File: src/rtl/hp_au_pkg.sv
// Shared opcode encodings, sequencer state type and BCD limits for the HP AU front end.
package hp_au_pkg;

  localparam logic [1:0] OP_ADD = 2'b00;
  localparam logic [1:0] OP_SUB = 2'b01;
  localparam logic [1:0] OP_BCD = 2'b10;
  localparam logic [1:0] OP_RSV = 2'b11;

  localparam int unsigned BCD_DIGIT_MAX = 9;

  typedef enum logic [1:0] {
    StIdle,
    StExec,
    StResp
  } seq_state_e;

endpackage

File: src/rtl/hp_au_issue_seq_if.sv
// Command and response valid/ready channels of the AU issue sequencer.
interface hp_au_issue_seq_if #(
  parameter int unsigned WIDTH = 4
);

  logic             cmd_valid;
  logic             cmd_ready;
  logic [WIDTH-1:0] cmd_a;
  logic [WIDTH-1:0] cmd_b;
  logic [1:0]       cmd_op;

  logic             rsp_valid;
  logic             rsp_ready;
  logic [WIDTH-1:0] rsp_result;
  logic [1:0]       rsp_op;
  logic             rsp_err;

  // Requester side: issues commands, consumes responses.
  modport master (
    output cmd_valid, cmd_a, cmd_b, cmd_op, rsp_ready,
    input  cmd_ready, rsp_valid, rsp_result, rsp_op, rsp_err
  );

  // Sequencer side.
  modport slave (
    input  cmd_valid, cmd_a, cmd_b, cmd_op, rsp_ready,
    output cmd_ready, rsp_valid, rsp_result, rsp_op, rsp_err
  );

endinterface

File: src/rtl/hp_au_cmd_fifo.sv
// Synchronous FIFO with wrap-around pointers and an occupancy count; synchronous reset.
module hp_au_cmd_fifo #(
  parameter int unsigned DataWidth = 8,
  parameter int unsigned Depth     = 2
) (
  input  logic                 clk,
  input  logic                 rst,
  input  logic                 push,
  input  logic [DataWidth-1:0] wdata,
  input  logic                 pop,
  output logic [DataWidth-1:0] rdata,
  output logic                 full,
  output logic                 empty
);

  localparam int unsigned PtrW = $clog2(Depth);
  localparam int unsigned CntW = PtrW + 1;

  logic [DataWidth-1:0] mem_q [Depth];
  logic [PtrW-1:0]      wr_ptr_q;
  logic [PtrW-1:0]      rd_ptr_q;
  logic [CntW-1:0]      count_q;
  logic                 do_push;
  logic                 do_pop;

  assign full    = (count_q == CntW'(Depth));
  assign empty   = (count_q == '0);
  // Full blocks a push even when a pop happens in the same cycle.
  assign do_push = push && !full;
  assign do_pop  = pop && !empty;
  assign rdata   = mem_q[rd_ptr_q];

  always_ff @(posedge clk) begin
    if (rst) begin
      wr_ptr_q <= '0;
      rd_ptr_q <= '0;
      count_q  <= '0;
    end else begin
      if (do_push) wr_ptr_q <= wr_ptr_q + PtrW'(1);
      if (do_pop)  rd_ptr_q <= rd_ptr_q + PtrW'(1);
      if (do_push && !do_pop) begin
        count_q <= count_q + CntW'(1);
      end else if (!do_push && do_pop) begin
        count_q <= count_q - CntW'(1);
      end
    end
  end

  always_ff @(posedge clk) begin
    if (do_push) mem_q[wr_ptr_q] <= wdata;
  end

endmodule

File: src/rtl/hp_au_issue_seq.sv
// Registered command sequencer in front of the combinational HP arithmetic unit.
module hp_au_issue_seq
  import hp_au_pkg::*;
#(
  parameter int unsigned WIDTH      = 4,
  parameter int unsigned FIFO_DEPTH = 2
) (
  input  logic                   clk,
  input  logic                   rst,
  hp_au_issue_seq_if.slave       bus,
  output logic [WIDTH-1:0]       au_a,
  output logic [WIDTH-1:0]       au_b,
  output logic [1:0]             au_sel,
  input  logic [WIDTH-1:0]       au_result,
  output logic                   busy
);

  localparam int unsigned EntryW = 2 * WIDTH + 3;

  logic              full;
  logic              empty;
  logic              push;
  logic              load;
  logic              bcd_bad;
  logic              cmd_err;
  logic [EntryW-1:0] wdata;
  logic [EntryW-1:0] rdata;
  logic [WIDTH-1:0]  head_a;
  logic [WIDTH-1:0]  head_b;
  logic [1:0]        head_op;
  logic              head_err;

  seq_state_e        state_q;
  logic              err_q;
  logic [WIDTH-1:0]  au_a_q;
  logic [WIDTH-1:0]  au_b_q;
  logic [1:0]        au_sel_q;
  logic              rsp_valid_q;
  logic [WIDTH-1:0]  rsp_result_q;
  logic [1:0]        rsp_op_q;
  logic              rsp_err_q;

  // BCD operands must be a single decimal digit with nothing above bit 3.
  always_comb begin
    bcd_bad = (bus.cmd_a[3:0] > 4'(BCD_DIGIT_MAX)) || (bus.cmd_b[3:0] > 4'(BCD_DIGIT_MAX)) ||
              ((bus.cmd_a >> 4) != '0) || ((bus.cmd_b >> 4) != '0);
    cmd_err = (bus.cmd_op == OP_RSV) || ((bus.cmd_op == OP_BCD) && bcd_bad);
  end

  assign bus.cmd_ready = !full && !rst;
  assign push          = bus.cmd_valid && bus.cmd_ready;
  assign wdata         = {cmd_err, bus.cmd_op, bus.cmd_b, bus.cmd_a};
  assign {head_err, head_op, head_b, head_a} = rdata;

  // Head is taken from IDLE, or straight out of RESP on a response handshake.
  assign load = !empty && ((state_q == StIdle) || ((state_q == StResp) && bus.rsp_ready));

  hp_au_cmd_fifo #(
    .DataWidth (EntryW),
    .Depth     (FIFO_DEPTH)
  ) u_cmd_fifo (
    .clk   (clk),
    .rst   (rst),
    .push  (push),
    .wdata (wdata),
    .pop   (load),
    .rdata (rdata),
    .full  (full),
    .empty (empty)
  );

  always_ff @(posedge clk) begin
    if (rst) begin
      state_q      <= StIdle;
      err_q        <= 1'b0;
      au_a_q       <= '0;
      au_b_q       <= '0;
      au_sel_q     <= '0;
      rsp_valid_q  <= 1'b0;
      rsp_result_q <= '0;
      rsp_op_q     <= '0;
      rsp_err_q    <= 1'b0;
    end else begin
      unique case (state_q)
        StIdle: begin
          if (load) state_q <= StExec;
        end
        StExec: begin
          rsp_valid_q  <= 1'b1;
          rsp_result_q <= (au_sel_q == OP_RSV) ? '0 : au_result;
          rsp_op_q     <= au_sel_q;
          rsp_err_q    <= err_q;
          state_q      <= StResp;
        end
        StResp: begin
          if (bus.rsp_ready) begin
            rsp_valid_q <= 1'b0;
            state_q     <= load ? StExec : StIdle;
          end
        end
        default: state_q <= StIdle;
      endcase
      if (load) begin
        au_a_q   <= head_a;
        au_b_q   <= head_b;
        au_sel_q <= head_op;
        err_q    <= head_err;
      end
    end
  end

  assign au_a           = au_a_q;
  assign au_b           = au_b_q;
  assign au_sel         = au_sel_q;
  assign bus.rsp_valid  = rsp_valid_q;
  assign bus.rsp_result = rsp_result_q;
  assign bus.rsp_op     = rsp_op_q;
  assign bus.rsp_err    = rsp_err_q;
  assign busy           = (state_q != StIdle) || !empty;

endmodule
File: src/flat_wrapper.sv
// flat-port wrapper written by rule: the top's interface ports become plain ports
module hp_au_issue_seq_flat import hp_au_pkg::*;
#(
  parameter int unsigned WIDTH      = 4,
  parameter int unsigned FIFO_DEPTH = 2
)
  (clk, rst, au_a, au_b, au_sel, au_result, busy, bus_cmd_valid, bus_cmd_a, bus_cmd_b, bus_cmd_op, bus_rsp_ready, bus_cmd_ready, bus_rsp_valid, bus_rsp_result, bus_rsp_op, bus_rsp_err);
  hp_au_issue_seq_if #(.WIDTH(WIDTH)) bus_i ();
  input  logic clk;
  input  logic rst;
  output logic [WIDTH-1:0] au_a;
  output logic [WIDTH-1:0] au_b;
  output logic [1:0] au_sel;
  input  logic [WIDTH-1:0] au_result;
  output logic busy;
  input wire logic [$bits(bus_i.cmd_valid)-1:0] bus_cmd_valid;
  input wire logic [$bits(bus_i.cmd_a)-1:0] bus_cmd_a;
  input wire logic [$bits(bus_i.cmd_b)-1:0] bus_cmd_b;
  input wire logic [$bits(bus_i.cmd_op)-1:0] bus_cmd_op;
  input wire logic [$bits(bus_i.rsp_ready)-1:0] bus_rsp_ready;
  output wire logic [$bits(bus_i.cmd_ready)-1:0] bus_cmd_ready;
  output wire logic [$bits(bus_i.rsp_valid)-1:0] bus_rsp_valid;
  output wire logic [$bits(bus_i.rsp_result)-1:0] bus_rsp_result;
  output wire logic [$bits(bus_i.rsp_op)-1:0] bus_rsp_op;
  output wire logic [$bits(bus_i.rsp_err)-1:0] bus_rsp_err;
  assign bus_i.cmd_valid = bus_cmd_valid;
  assign bus_i.cmd_a = bus_cmd_a;
  assign bus_i.cmd_b = bus_cmd_b;
  assign bus_i.cmd_op = bus_cmd_op;
  assign bus_i.rsp_ready = bus_rsp_ready;
  assign bus_cmd_ready = bus_i.cmd_ready;
  assign bus_rsp_valid = bus_i.rsp_valid;
  assign bus_rsp_result = bus_i.rsp_result;
  assign bus_rsp_op = bus_i.rsp_op;
  assign bus_rsp_err = bus_i.rsp_err;
  hp_au_issue_seq #(.WIDTH(WIDTH), .FIFO_DEPTH(FIFO_DEPTH)) u_core (.clk(clk), .rst(rst), .bus(bus_i), .au_a(au_a), .au_b(au_b), .au_sel(au_sel), .au_result(au_result), .busy(busy));
endmodule
File: config.mk
export PLATFORM = sky130hd
export DESIGN_NAME = hp_au_issue_seq_flat
export DESIGN_NICKNAME = d
export VERILOG_FILES = /design/src/rtl/hp_au_pkg.sv /design/src/rtl/hp_au_issue_seq_if.sv /design/src/rtl/hp_au_cmd_fifo.sv /design/src/rtl/hp_au_issue_seq.sv /design/src/flat_wrapper.sv
export SDC_FILE = /design/constraint.sdc
export NUM_CORES = 1
export LEC_CHECK = 0
export ABC_CLOCK_PERIOD_IN_PS = 2300
export BUFFER_PORTS_ARGS = -buffer_cell sky130_fd_sc_hd__buf_2
export CAP_MARGIN = 40
export CORE_MARGIN = 4
export CORE_UTILIZATION = 30
export DETAILED_ROUTE_END_ITERATION = 16
export SETUP_SLACK_MARGIN = 0.1
export SYNTH_ARGS = -nofsm -noshare
export SYNTH_HDL_FRONTEND = slang
export SYNTH_SLANG_ARGS = --single-unit
File: constraint.sdc
create_clock -name clk -period 2.3 [get_ports clk]
set_input_delay 0.345 -clock clk [delete_from_list [all_inputs] [get_ports clk]]
set_output_delay 0.345 -clock clk [all_outputs]
set_load 0.1 [all_outputs]
==> results.py, run 1 <==
metrics = {
    "worst_setup_path": {
        "worstSetupPathType": "register to register",
        "r2r-start": "u_core.u_cmd_fifo.count_q[0]",
        "ff2ff_path_depth": 6,
        "startpoint_type": "register",
        "crit_arrival_ns": 2.16,
        "critPathRequiredTime_ns": 2.54,
        "rrSetupSlack_ns": 0.38,
        "end_kind": "register",
        "worstPathMaxFanout": 13,
        "r2r_end": "u_core.u_cmd_fifo.count_q[1]",
    },
    "synth": {
        "syn-num-nets": 165,
        "synth-seq-area-share": 0.6304,
        "synth_flop_cell": "dfxtp_1",
        "syn_area_sq_mm": 0.001842,
        "synth_seq_cells": 47,
        "synth.most_common_cell": "dfxtp_1",
        "synth_cells": 146,
        "yosys_warnings": 0,
        "synth_async_sr_flop_share": 0,
        "synth_edf_count": 22,
        "synth_area_leaders": "edfxtp_1 36%, dfxtp_1 27%, mux2i_1 6.5%",
        "synth_top_area_frac": 0.3587,
        "syn_avg_cell_area_sq_um": 12.61,
        "ys_types": 30,
        "synth_top_area_cell": "edfxtp_1",
        "yosys-top-cells-count": "25 x dfxtp_1, 22 x edfxtp_1, 19 x a21oi_1",
    },
    "floorplanning": {
        "coreArea_sq_mm": 0.005956,
        "fp.dieW_um": 86.36,
        "die_area_sq_mm": 0.007457,
        "die_y_um": 86.36,
        "ios": 38,
        "rows": 28,
        "start_util": 0.3092,
    },
    "route": {
        "drtIter0Drc": 76,
        "final_antenna_net_count": 0,
        "vias": 1175,
        "drt_wl_total_mm": 3.451,
        "firstDrtPassIters": 4,
        "via_per_inst": 4.519,
        "post-route-drc-count": 0,
        "routedWlPerCell_um": 13.27,
    },
    "grt": {
        "grtUsageMet2": 0.1356,
        "grt_use_total": 0.09713,
        "antenna_found_initial": 0,
        "first_global_vias": 1094,
        "groute.layer.met1.usage": 0.1361,
        "met3_usage": 0.02662,
        "grt_max_degree": 28,
        "overflow": 0,
        "grt-busiest-layer": "met1",
        "grt_pass1_wl_mm": 5.499,
    },
    "finish": {
        "final_nets": 203,
        "n_antenna_cell": 0,
        "drive_above_1_share": 0.3405,
        "area.growth.synth_to_final_pct": 18.68,
    },
    "sta": {
        "fin_setup_tns_ns": 0,
        "hold_viol": 0,
        "min_period_ns": 1.920,
        "worst_slew_pin_slew_ns": 0.6952,
        "rsz0062_at_grt": "false",
        "min_period_over_period": 0.8347,
        "finalSetupViolCount": 0,
        "fmax_mhz": 520.9,
        "clock_skew_ns": 0.01067,
        "relSlewSlack": 0.5359,
        "maxSlewViolCount": 0,
    },
    "placement": {
        "place_congestion": 0.6832,
        "hpwl_mm": 2.341,
        "port_buffers": 37,
    },
    "hold_path": {
        "hold_depth": 1,
        "holdCritStartpoint": "bus_cmd_a[0]",
        "holdPathEnd": "u_core.u_cmd_fifo.mem_q[0][0]",
        "min_path_type": "input pin to register",
    },
    "clock_network": {
        "clockBufferDepth": 2,
        "clkSlewWorstSetupHoldPaths_ns": 0.10,
        "root_buffer": "clkbuf_8",
        "numCtsBuffers": 5,
        "htree_num_levels": 2,
        "cts_hold_buffers": 0,
        "cts_tree": "built",
        "post_cts_resize_count": 0,
        "cts_sinks": 47,
        "clk_latency_ns": 0.30,
        "postCtsSetupBuffers": 0,
    },
    "job": {
        "maxCapViolations": 0,
    },
    "status": {
        "outcome": "completed",
    },
}
==> worst max-delay path by stage <==
stage	startpoint	endpoint	slack [ns]	depth (start not counted)
final	u_core.u_cmd_fifo.count_q[0]	u_core.u_cmd_fifo.count_q[1]	0.38	6
after global routing	u_core.u_cmd_fifo.count_q[0]	u_core.u_cmd_fifo.count_q[1]	0.24	6
after CTS	u_core.u_cmd_fifo.count_q[0]	u_core.u_cmd_fifo.count_q[1]	0.36	6
after detailed placement	u_core.u_cmd_fifo.count_q[0]	u_core.u_cmd_fifo.count_q[1]	0.38	6
after global placement	u_core.state_q[0]	u_core.u_cmd_fifo.count_q[1]	0.44	6
after floorplan	rst	bus_cmd_ready	0.43	3
==> flip-flops by register name, summed over array words and instances, names as in the netlist <==
signal	count
u_core.au_a	4
u_core.au_b	4
u_core.au_sel	2
u_core.bus.rsp_err	1
u_core.bus.rsp_op	2
u_core.bus.rsp_result	4
u_core.bus.rsp_valid	1
u_core.err_q	1
u_core.state_q	2
u_core.u_cmd_fifo.count_q	2
u_core.u_cmd_fifo.mem_q	22
u_core.u_cmd_fifo.rd_ptr_q	1
u_core.u_cmd_fifo.wr_ptr_q	1
==> critical path: stages, from the launching register on <==
cell and delay (ns):
dfxtp_1 0.45, o21ba_4 0.26, and2_4 0.30, inv_2 0.06, ha_1 0.31, or3_1 0.35, a21oi_1 0.13
==> cells by family (layout without fill, tap and decap cells) <==
logic type      count (synthesis)  after routing  synth area share
compound gates                 38             38            0.1529
xor+xnor                        2              2          0.009513
fa+ha+maj                       1              1          0.006792
buf+inv                        11             50           0.03260
flops                          47             47            0.6304
mux                            13             13           0.07337
simple gates                   34             34           0.09443
==> cells in the final DEF (no fill, tap or decap), types with 3 or more instances in the layout <==
master and n:
buf_2 37, dfxtp_1 25, edfxtp_1 22, a21oi_1 19, nand2_1 12, mux2i_1 12
a211oi_2 9, nor2_1 5, clkbuf_8 5, nor2b_1 4, o21ai_0 4, nand3_1 4
a211oi_1 3, buf_4 3
==> cell type report <==
cell class / count / area, sq um
Multi-Input combinational cell: 88 / 623.1
Timing Repair Buffer: 40 / 207.7
Fill cell: 603 / 3770
Clock buffer: 5 / 68.82
Tap cell: 75 / 93.84
Inverter: 2 / 7.507
Sequential cell: 47 / 1161
Clock inverter: 3 / 23.77
==> metrics by stage <==
step,std cells,cell area (sq um),hold WS (ns),setup WS (ns),utilization
final,260,2186,0.2243,0.3802,0.3670
after floorplan,146,1844,0.4317,0.4296,-
after detailed placement,252,2093,0.4413,0.3841,0.3515
after global routing,260,2186,0.2104,0.2397,0.3670
after CTS,260,2186,0.2168,0.3647,0.3670
after global placement,252,2093,0.4373,0.4430,0.3515
==> metal layers <==
metal | share of wire | wire length (um)
met2 | 0.42 | 1437
met4 | 0.023 | 81
met5 | 0 | 0
met1 | 0.50 | 1733
met3 | 0.057 | 198
Power of run 1 is not shown: default switching activity piles up to over one toggle a cycle in this logic, so the estimate is an artifact.
==> run 2: changes to the inputs <==
--- a/config.mk
+++ b/config.mk
@@ -5,7 +5,7 @@
 export SDC_FILE = /design/constraint.sdc
 export NUM_CORES = 1
 export LEC_CHECK = 0
-export ABC_CLOCK_PERIOD_IN_PS = 2300
+export ABC_CLOCK_PERIOD_IN_PS = 1810
 export BUFFER_PORTS_ARGS = -buffer_cell sky130_fd_sc_hd__buf_2
 export CAP_MARGIN = 40
 export CORE_MARGIN = 4
==> constraint.sdc (replaced) <==
create_clock -name clk -period 1.81 [get_ports clk]
set_input_delay 0.2715 -clock clk [delete_from_list [all_inputs] [get_ports clk]]
set_output_delay 0.2715 -clock clk [all_outputs]
set_load 0.1 [all_outputs]
==> results.py, run 2 (synthesized netlist as in run 1, its figures left out) <==
metrics = {
    "status": {
        "outcome": "completed",
    },
    "placement": {
        "hpwl_mm": 2.390,
        "placed_area_sq_mm": 0.002131,
        "place_congestion": 0.7356,
        "port_buffers": 37,
        "pre_cts_ws_ns": 0.2033,
    },
    "clock_network": {
        "cts_sinks": 47,
        "htree_num_levels": 2,
        "clk_latency_ns": 0.30,
        "root_buffer": "clkbuf_8",
        "numCtsBuffers": 5,
        "clkSlewWorstSetupHoldPaths_ns": 0.09,
        "postCtsSetupBuffers": 0,
        "clockBufferDepth": 2,
        "cts_tree": "built",
    },
    "sta": {
        "fin_setup_tns_ns": 0,
        "worst_slew_pin_slew_ns": 0.4909,
        "relSlewSlack": 0.6750,
        "fmax_mhz": 596.0,
        "maxSlewViolCount": 0,
        "finalSetupViolCount": 0,
        "rsz0062_at_grt": "true",
        "fin_hold_ws_ns": 0.1574,
        "hold_viol": 0,
        "fin_ws_ns": 0.1322,
        "clock_skew_ns": 0.005532,
        "min_period_over_period": 0.9270,
        "min_period_ns": 1.678,
    },
    "worst_setup_path": {
        "worstSetupPathType": "register to primary output",
        "cp_top_family": "simple AND/OR/NAND/NOR gates",
        "critPathRequiredTime_ns": 1.54,
        "crit_arrival_ns": 1.41,
        "cpMaxStageDelayCell": "or4_1",
        "slowest_delay_ns": 0.56,
        "path_buf_inv": 1,
        "r2r-start": "u_core.u_cmd_fifo.count_q[0]",
        "end_kind": "primary output",
        "cp-startpoint": "u_core.state_q[1]",
        "path_cells": "or4_1 > buf_6",
        "worstPathMaxFanout": 5,
        "startpoint_type": "register",
    },
    "finish": {
        "drive_above_1_share": 0.3579,
        "fillers": 600,
        "area.growth.synth_to_final_pct": 22.35,
        "regMostFlops": "u_core.u_cmd_fifo.mem_q",
        "layout_commonest_cell": "buf_2",
        "layout_common_cells": "36 x buf_2, 25 x dfxtp_1, 22 x edfxtp_1",
        "largest_reg_flops": 22,
        "design_area_sq_mm": 0.002253,
        "final_nets": 208,
        "n_antenna_cell": 0,
    },
    "grt": {
        "first_global_vias": 1166,
        "grt_use_total": 0.09717,
        "overflow": 0,
        "antenna_found_initial": 0,
        "grt_pass1_wl_mm": 5.644,
        "grt_max_degree": 27,
    },
    "job": {
        "maxCapViolations": 0,
    },
    "route": {
        "final_antenna_net_count": 0,
        "routedWlPerCell_um": 13.10,
        "drt_wl_total_mm": 3.472,
        "drtIter0Drc": 29,
        "vias": 1193,
        "firstDrtPassIters": 4,
        "post-route-drc-count": 0,
        "via_per_inst": 4.502,
    },
    "hold_path": {
        "min_path_type": "input pin to register",
        "holdCritStartpoint": "bus_cmd_a[0]",
    },
    "floorplanning": {
        "start_util": 0.3092,
        "rows": 28,
        "ios": 38,
        "die_y_um": 86.36,
        "die_area_sq_mm": 0.007457,
        "coreArea_sq_mm": 0.005956,
        "fp.dieW_um": 86.36,
    },
}
-- run 2: cell count changes in the layout (fill, tap and decap cells not counted) --
cell | before | now
buf_6 | 0 | 1
buf_2 | 37 | 36
clkinv_4 | 0 | 1
buf_4 | 3 | 8
clkinvlp_4 | 2 | 0
bufinv_16 | 0 | 1
-- run 2: per-layer routing --
layer	share of wire	vias up	track usage	routed length (um)
met4	0.014	0	0.04249	49
met5	0	-	0	0
met3	0.054	2	0.02852	189
met1	0.44	548	0.1201	1531
li1	-	613	-	-
met2	0.49	30	0.1572	1702
-- run 2: per-stage QoR --
step,cells,utilization
floorplan,146,-
global placement,257,0.3578
detailed placement,257,0.3578
CTS,265,0.3784
global route,265,0.3784
finish,265,0.3784
-- run 2: worst reg2reg max path, delay by kind of cell (launching register included) --
kind,cells,cell delay [ns]
AOI/OAI and AO/OA,2,0.29
adders and majority gates,1,0.30
buffers and inverters,1,0.03
DFF,1,0.44
and+or+nand+nor,2,0.49
-- run 2: worst paths after layout --
kind	cells after the start	end	slack (ns)
worst max register to register	6	u_core.u_cmd_fifo.count_q[1]	0.19
worst min-delay path	1	u_core.u_cmd_fifo.mem_q[0][0]	0.16
worst max-delay path	2	busy	0.13
worst min register to register	2	u_core.bus.rsp_result[2]	0.45
-- run 2: what timing repair did --
action                     4_1_cts  5_1_grt
setup endpoints to repair        1        2
hold buffers                     0        0
resized for setup                2        0
-- run 2: final cells by class --
type,count,area [sq um],area share
Inverter,2,7.507,0.003331
Multi-Input combinational cell,88,623.1,0.2765
Sequential cell,47,1161,0.5153
Timing Repair Buffer,45,251.5,0.1116
Clock inverter,3,47.55,0.02110
Tap cell,75,93.84,0.04164
Clock buffer,5,68.82,0.03054
Power of run 2 is left out for the same reason.
==> run 3: changes to the inputs <==
--- a/config.mk
+++ b/config.mk
@@ -7,11 +7,11 @@
 export LEC_CHECK = 0
 export ABC_CLOCK_PERIOD_IN_PS = 1810
 export BUFFER_PORTS_ARGS = -buffer_cell sky130_fd_sc_hd__buf_2
-export CAP_MARGIN = 40
+export CORE_ASPECT_RATIO = 1.75
 export CORE_MARGIN = 4
 export CORE_UTILIZATION = 30
 export DETAILED_ROUTE_END_ITERATION = 16
-export SETUP_SLACK_MARGIN = 0.1
+export SETUP_SLACK_MARGIN = 0.4
 export SYNTH_ARGS = -nofsm -noshare
 export SYNTH_HDL_FRONTEND = slang
 export SYNTH_SLANG_ARGS = --single-unit
==> results.py, run 3 (synthesized netlist as in run 1, its figures left out) <==
metrics = {
    "status": {
        "outcome": "completed",
    },
    "clock_network": {
        "clk_latency_ns": 0.29,
        "clockBufferDepth": 2,
        "cts_hold_buffers": 0,
        "numCtsBuffers": 5,
        "cts_tree": "built",
        "root_buffer": "clkbuf_8",
        "clkSlewWorstSetupHoldPaths_ns": 0.08,
        "htree_num_levels": 2,
        "cts_sinks": 47,
    },
    "sta": {
        "finalSetupViolCount": 0,
        "clock_skew_ns": 0.003415,
        "maxSlewViolCount": 0,
        "relSlewSlack": 0.6769,
        "fmax_mhz": 617.0,
        "rsz0062_at_grt": "true",
        "min_period_ns": 1.621,
        "hold_viol": 0,
        "worst_slew_pin_slew_ns": 0.4880,
        "min_period_over_period": 0.8954,
        "fin_setup_tns_ns": 0,
    },
    "route": {
        "wl_met2_mm": 1.754,
        "post-route-drc-count": 0,
        "routedWlPerCell_um": 11.77,
        "drt_wl_total_mm": 3.202,
        "wl_met3_um": 192,
        "via_per_inst": 4.449,
        "highest_layer": "met4",
        "vias": 1210,
        "wirelength_met1_mm": 1.167,
        "firstDrtPassIters": 3,
        "drtIter0Drc": 49,
        "final_antenna_net_count": 0,
    },
    "hold_path": {
        "hold_depth": 1,
        "min_path_type": "input pin to register",
        "holdPathEnd": "u_core.u_cmd_fifo.mem_q[1][4]",
        "holdCritStartpoint": "bus_cmd_b[0]",
    },
    "floorplanning": {
        "coreArea_sq_mm": 0.005926,
        "rows": 37,
        "start_util": 0.3108,
        "ios": 38,
        "die_y_um": 111.7,
        "die_area_sq_mm": 0.007506,
        "fp.dieW_um": 67.23,
    },
    "worst_setup_path": {
        "cp-startpoint": "u_core.u_cmd_fifo.count_q[1]",
        "worstPathMaxFanout": 4,
        "worstSetupPathType": "register to primary output",
        "cpMaxStageDelayCell": "or4_4",
        "r2r_end": "u_core.u_cmd_fifo.count_q[1]",
        "path_cells": "or4_4 > buf_12",
        "ff2ff_path_depth": 7,
        "crit_arrival_ns": 1.35,
        "r2r-start": "u_core.state_q[0]",
        "critPathRequiredTime_ns": 1.54,
        "rrSetupSlack_ns": 0.25,
        "end_kind": "primary output",
        "slowest_delay_ns": 0.52,
        "startpoint_type": "register",
    },
    "finish": {
        "area.growth.synth_to_final_pct": 30.71,
        "n_antenna_cell": 0,
        "layout_commonest_cell": "buf_2",
        "layout_common_cells": "34 x buf_2, 22 x edfxtp_1, 18 x a21oi_1, 18 x dfxtp_1",
        "largest_reg_flops": 22,
        "drive_above_1_share": 0.4433,
        "final_nets": 212,
        "regMostFlops": "u_core.u_cmd_fifo.mem_q",
    },
    "placement": {
        "place_congestion": 0.6414,
        "hpwl_mm": 2.392,
        "port_buffers": 37,
    },
    "grt": {
        "grt_pass1_wl_mm": 5.595,
        "grt_use_total": 0.09769,
        "antenna_found_initial": 0,
        "overflow": 0,
        "grt_max_degree": 27,
        "first_global_vias": 1189,
    },
    "job": {
        "maxCapViolations": 0,
    },
}
==> run 3: per-stage QoR <==
step | cells | hold WS [ns] | util | worst slack, ns | instance area [sq um]
floorplan | 146 | 0.3704 | - | 0.1877 | 1884
global placement | 257 | 0.4367 | 0.3625 | 0.1246 | 2148
detailed placement | 257 | 0.4428 | 0.3625 | 0.06928 | 2148
CTS | 271 | 0.1559 | 0.4022 | 0.1783 | 2384
global route | 272 | 0.1476 | 0.4063 | 0.1543 | 2407
finish | 272 | 0.1642 | 0.4063 | 0.1893 | 2407
==> run 3: repair_timing <==
item                                    4_1_cts  5_1_grt
resized for setup                            12        4
endpoints found under the setup margin       26       27
pin swaps                                     1        2
setup buffers                                 6        1
==> run 3: worst max path at each step <==
stage,to,cells after the start,slack (ns)
finish,busy,2,0.19
global route,busy,2,0.15
CTS,busy,2,0.18
detailed placement,u_core.u_cmd_fifo.count_q[1],5,0.07
global placement,u_core.u_cmd_fifo.count_q[1],5,0.12
floorplan,u_core.u_cmd_fifo.count_q[1],8,0.19
==> run 3: critical path, delay by kind of cell (launching register included) <==
family	cells	cell delay [ns]
buf+inv	1	0.18
flops	1	0.35
simple gates	1	0.52
==> run 3: final cells by class <==
| type | count | area, sq um |
|---|---|---|
| Fill cell | 594 | 3518 |
| Sequential cell | 47 | 1172 |
| Multi-Input combinational cell | 88 | 679.4 |
| Timing Repair Buffer | 49 | 311.5 |
| Tap cell | 78 | 97.59 |
| Clock buffer | 5 | 68.82 |
| Clock inverter | 3 | 67.56 |
| Inverter | 2 | 10.01 |
==> run 3: routing by layer <==
metal  up-vias  track usage
met5         -            0
met4         0      0.05691
met3         5      0.02926
met2        30       0.1695
met1       556      0.09891
li1        619            -
Power of run 3 is left out for the same reason.
